===== src/rtl/alu_req_arbiter.sv =====
// ============================================================================
// Module      : alu_req_arbiter
// Description : Round-robin arbiter/sequencer sharing one combinational ALU
//               between two requesters; returns tagged result and flags.
//               Optional completed-operation counters: ALU_ARB_STATS_EN.
// Revision    : 1.0 - initial release
// ============================================================================
`timescale 1ns/1ps
`default_nettype none

module alu_req_arbiter #(
    parameter int WIDTH = 8,
    parameter int SH_W  = 4,
    parameter int OP_W  = 3
) (
    input  logic             clk,
    input  logic             rst,
    input  logic             req0_valid,
    output logic             req0_ready,
    input  logic [WIDTH-1:0] req0_a,
    input  logic [WIDTH-1:0] req0_b,
    input  logic [SH_W-1:0]  req0_shift,
    input  logic [OP_W-1:0]  req0_op,
    input  logic             req1_valid,
    output logic             req1_ready,
    input  logic [WIDTH-1:0] req1_a,
    input  logic [WIDTH-1:0] req1_b,
    input  logic [SH_W-1:0]  req1_shift,
    input  logic [OP_W-1:0]  req1_op,
    output logic [WIDTH-1:0] alu_a,
    output logic [WIDTH-1:0] alu_b,
    output logic [SH_W-1:0]  alu_shift,
    output logic [OP_W-1:0]  alu_s,
    input  logic [WIDTH-1:0] alu_y,
    input  logic             alu_zero,
    input  logic             alu_carry,
    input  logic             alu_overflow,
    output logic             rsp_valid,
    input  logic             rsp_ready,
    output logic             rsp_id,
    output logic [WIDTH-1:0] rsp_y,
    output logic [2:0]       rsp_flags,
    output logic             busy,
    output logic [15:0]      cnt0,
    output logic [15:0]      cnt1
);

    typedef enum logic [1:0] {
        IDLE = 2'd0,
        EXEC = 2'd1,
        RESP = 2'd2
    } state_t;

    state_t state;
    state_t state_nxt;
    logic   last_grant;
    logic   grant;
    logic   accept;

    // On contention the requester that did not win last time is favoured.
    always_comb begin
        grant = 1'b0;
        if (req0_valid && req1_valid) begin
            grant = ~last_grant;
        end else if (req1_valid) begin
            grant = 1'b1;
        end
    end

    always_comb begin
        state_nxt  = state;
        req0_ready = 1'b0;
        req1_ready = 1'b0;
        accept     = 1'b0;
        case (state)
            IDLE: begin
                if (!rst) begin
                    req0_ready = req0_valid && !grant;
                    req1_ready = req1_valid && grant;
                end
                accept = req0_ready || req1_ready;
                if (accept) begin
                    state_nxt = EXEC;
                end
            end
            EXEC: state_nxt = RESP;
            RESP: begin
                if (rsp_ready) begin
                    state_nxt = IDLE;
                end
            end
            default: state_nxt = IDLE;
        endcase
    end

    always_ff @(posedge clk) begin
        if (rst) begin
            state <= IDLE;
        end else begin
            state <= state_nxt;
        end
    end

    assign rsp_valid = (state == RESP);
    assign busy      = (state != IDLE);

    always_ff @(posedge clk) begin
        if (rst) begin
            alu_a      <= '0;
            alu_b      <= '0;
            alu_shift  <= '0;
            alu_s      <= '0;
            rsp_id     <= 1'b0;
            rsp_y      <= '0;
            rsp_flags  <= '0;
            last_grant <= 1'b1;
        end else begin
            if (accept) begin
                alu_a      <= grant ? req1_a     : req0_a;
                alu_b      <= grant ? req1_b     : req0_b;
                alu_shift  <= grant ? req1_shift : req0_shift;
                alu_s      <= grant ? req1_op    : req0_op;
                rsp_id     <= grant;
                last_grant <= grant;
            end
            // ALU has had the full EXEC cycle to settle from the registered operands.
            if (state == EXEC) begin
                rsp_y     <= alu_y;
                rsp_flags <= {alu_overflow, alu_carry, alu_zero};
            end
        end
    end

`ifdef ALU_ARB_STATS_EN
    always_ff @(posedge clk) begin
        if (rst) begin
            cnt0 <= 16'h0000;
            cnt1 <= 16'h0000;
        end else if (rsp_valid && rsp_ready) begin
            if (!rsp_id && (cnt0 != 16'hFFFF)) begin
                cnt0 <= cnt0 + 16'h0001;
            end
            if (rsp_id && (cnt1 != 16'hFFFF)) begin
                cnt1 <= cnt1 + 16'h0001;
            end
        end
    end
`else
    assign cnt0 = 16'h0000;
    assign cnt1 = 16'h0000;
`endif

endmodule

`default_nettype wire


===== config.mk =====
export PLATFORM = sky130hd
export DESIGN_NAME = alu_req_arbiter
export DESIGN_NICKNAME = d
export VERILOG_FILES = /design/src/rtl/alu_req_arbiter.sv
export SDC_FILE = /design/constraint.sdc
export NUM_CORES = 1
export LEC_CHECK = 0
export CAP_MARGIN = 40
export CORE_MARGIN = 5
export CORE_UTILIZATION = 37
export CTS_CLUSTER_SIZE = 20
export DETAILED_ROUTE_END_ITERATION = 6
export MAX_ROUTING_LAYER = met4
export PLACE_DENSITY = 0.95
export RECOVER_POWER = 50
export SETUP_SLACK_MARGIN = 0.3
export SYNTH_ARGS = -nofsm -noshare
export SYNTH_HDL_FRONTEND = slang
export SYNTH_SLANG_ARGS = --single-unit

===== constraint.sdc =====
create_clock -name clk -period 2.3 [get_ports clk]
set_clock_uncertainty 0.15 [all_clocks]
set_input_delay 0.46 -clock clk [delete_from_list [all_inputs] [get_ports clk]]
set_output_delay 0.46 -clock clk [all_outputs]
set_load 0.02 [all_outputs]

==> flow_metrics.py <==
metrics = {
    "run_status": {
        "outcome": "completed",
    },
    "critical_path": {
        "cp_top_family": "buffers and inverters",
        "worstPathRequired_ns": 1.69,
        "slowest_stage": "a21bo_2",
        "slowest_delay_ns": 0.25,
        "cp-end-kind": "primary output",
        "crit_path_cell_trace": "dlygate4sd2_1, a21bo_2, nor3_2, buf_4",
        "cp_max_fo": 3,
        "reg2reg_slack_ns": 0.61,
        "cp-start-kind": "primary input",
        "crit_type": "in -> out",
        "arrival_ns": 1.28,
        "cp.buffers_inverters": 2,
    },
    "cells_and_area": {
        "fillers": 446,
        "multi_input_area_um2": 873,
        "regArea_um2": 761,
        "final_util": 0.603,
        "layout-drive-gt1-share": 0.0760,
        "areaGrowthSynthToFinish_pct": 55.4,
        "diodes": 0,
        "instances_no_fill": 396,
        "final_nets": 390,
    },
    "timing": {
        "max-slew-margin-rel": 0.421,
        "tightest_slew_ns": 0.868,
        "finalCritPeriodShare": 0.822,
        "setup_viol": 0,
        "period_needed_ns": 1.89,
        "fmax_mhz": 529,
        "fin_hold_ws_ns": 0.308,
        "slew_viol_final": 0,
        "timing_hold_violations_final": 0,
        "finalSetupTns_ns": 0,
        "rsz0062_at_grt": "false",
    },
    "yosys": {
        "synth_cells": 235,
        "netlist_top_cells_area": "dfxtp_1 41%, buf_4 13%, nor3_1 13%",
        "synth_edf_count": 0,
        "yosys.area.top_type": "dfxtp_1",
        "synth-seq-cells": 38,
        "synth_top_flop_cell": "dfxtp_1",
        "synth.top_cell.area_share": 0.409,
        "netlist_area_um2": 1860,
        "avgSynthCellArea_um2": 7.91,
        "yosysSeqAreaShare": 0.409,
        "synth_cell_types": 24,
        "yosys_warnings": 0,
        "async_flop_share": 0,
    },
    "detailed_routing": {
        "totalWireLength_um": 6030,
        "dr.pass1.iters": 4,
        "via_per_inst": 4.89,
        "routedWlPerCell_um": 15.2,
        "dr_total_vias": 1936,
        "detail-route-antenna-nets": 0,
        "drcViolationCount": 0,
        "drtIter0Drc": 141,
    },
    "placed_design": {
        "place_congestion": 0.750,
        "hpwlAfterDp_um": 4440,
        "io_buffers": 100,
        "dp_cells": 388,
    },
    "clock_network": {
        "cts.path.max_buffers": 2,
        "h-tree-depth": 2,
        "clock_latency_ns": 0.29,
        "cts_sinks": 38,
        "root_buffer": "clkbuf_8",
        "clk_pin_slew_ns": 0.08,
        "post-cts-setup-buffers": 0,
        "cts_tree": "yes",
        "numCtsBuffers": 5,
        "ctsHoldBuffers": 0,
    },
    "floorplan": {
        "dieArea_um2": 6540,
        "ios": 133,
        "core_um2": 4790,
        "initial_core_util": 0.388,
        "fp.dieH_um": 80.9,
        "die_x_um": 80.9,
        "fp-row-count": 25,
    },
    "global_route": {
        "grt_pass1_vias": 1877,
        "grtUsageTotal": 0.180,
        "grt_pass1_wl_um": 9050,
        "antenna_found_initial": 0,
        "grt_overflow": 0,
        "grt_max_degree": 32,
    },
    "power_and_ir_drop": {
        "p_leak_nw": 1.11,
        "p_total_mw": 1.97,
        "powerDensity_nw_per_um2": 683,
        "ir_drop_uv": 340,
    },
    "run": {
        "maxCapViolations": 0,
    },
    "min_path": {
        "min_path_type": "reg -> reg",
    },
}
==> worst paths after layout <==
path                                                start                        end  cells after the start
worst min register to register  rsp_flags[1]$_SDFFE_PP0N_  rsp_flags[1]$_SDFFE_PP0N_                      2
worst max register to register      state[0]$_SDFFE_PP0P_      alu_a[4]$_SDFFE_PP0P_                      4
worst min-delay path            rsp_flags[1]$_SDFFE_PP0N_  rsp_flags[1]$_SDFFE_PP0N_                      2
worst max-delay path                           req1_valid                 req1_ready                      4
==> state kept, by name (all words and copies together) (netlist names) <==
name / flops
alu_a: 8
alu_s: 3
rsp_id: 1
last_grant: 1
alu_b: 8
state: 2
alu_shift: 4
rsp_flags: 3
rsp_y: 8
==> power by group <==
part	switching (mW)	leakage, nW	internal [mW]
clock	0.248	0.0504	0.323
combinational	0.345	0.742	0.292
sequential	0.0377	0.314	0.728
==> per-stage QoR <==
| step | area (um2) | setup slack (ns) |
|---|---|---|
| 2_1_floorplan | 1990 | 0.331 |
| 3_3_place_gp | 2790 | -0.296 |
| 3_5_place_dp | 2790 | -0.288 |
| 4_1_cts | 2900 | 0.248 |
| 5_1_grt | 2890 | 0.204 |
| 6_report | 2890 | 0.409 |
==> cell usage after synthesis, types with 2 or more instances <==
cell type / number
nor2b_1: 2
nand2b_1: 2
buf_6: 2
nor4_1: 23
buf_2: 10
nor3_1: 47
a21oi_1: 35
dfxtp_1: 38
clkbuf_1: 9
nand2_1: 22
buf_4: 32
==> what timing repair did <==
item | CTS | global route
pin swaps | 0 | 1
setup endpoints to repair | 4 | 3
resized for setup | 16 | 2
==> per-layer routing <==
layer	part of all wire	vias up	GRT usage
met5	0	-	-
met4	0.0086	0	0.0422
met3	0.068	4	0.0333
met2	0.54	74	0.339
met1	0.38	909	0.193
li1	-	949	-
==> worst reg2reg max path, stage by stage, from the launching register on <==
cell	delay (ns)
dfxtp_1	0.41
or3b_1	0.20
clkbuf_1	0.45
nor3_1	0.09
nor4_1	0.29
==> cell families (layout without fill, tap and decap cells) <==
group / after synthesis / in the layout / synth area share
simple gates: 103 / 103 / 0.288
other cells: 1 / 32 / 0.00202
buf+inv: 55 / 118 / 0.191
compound gates: 38 / 38 / 0.110
flops: 38 / 38 / 0.409
==> placed cells by master (no fill, tap or decap), types with 2 or more instances in the layout <==
cell type	Yosys	final
clkbuf_8	0	5
clkinvlp_4	0	2
dfxtp_1	38	38
dlygate4sd2_1	0	3
a21oi_1	35	35
nor4_1	23	23
nand2_1	22	22
buf_4	32	9
conb_1	1	32
clkbuf_2	0	2
nor3_1	47	46
nand2b_1	2	2
clkdlybuf4s50_1	0	93
==> final cells by class <==
type                    count  area share
repair buffers            109       0.364
inverters                   1     0.00130
flip-flops and latches     38       0.264
multi-input cells         173       0.303
clock inverters             3      0.0156
well taps                  67      0.0290
clock buffers               5      0.0238
Note: power is estimated with default switching activity, not from simulation.
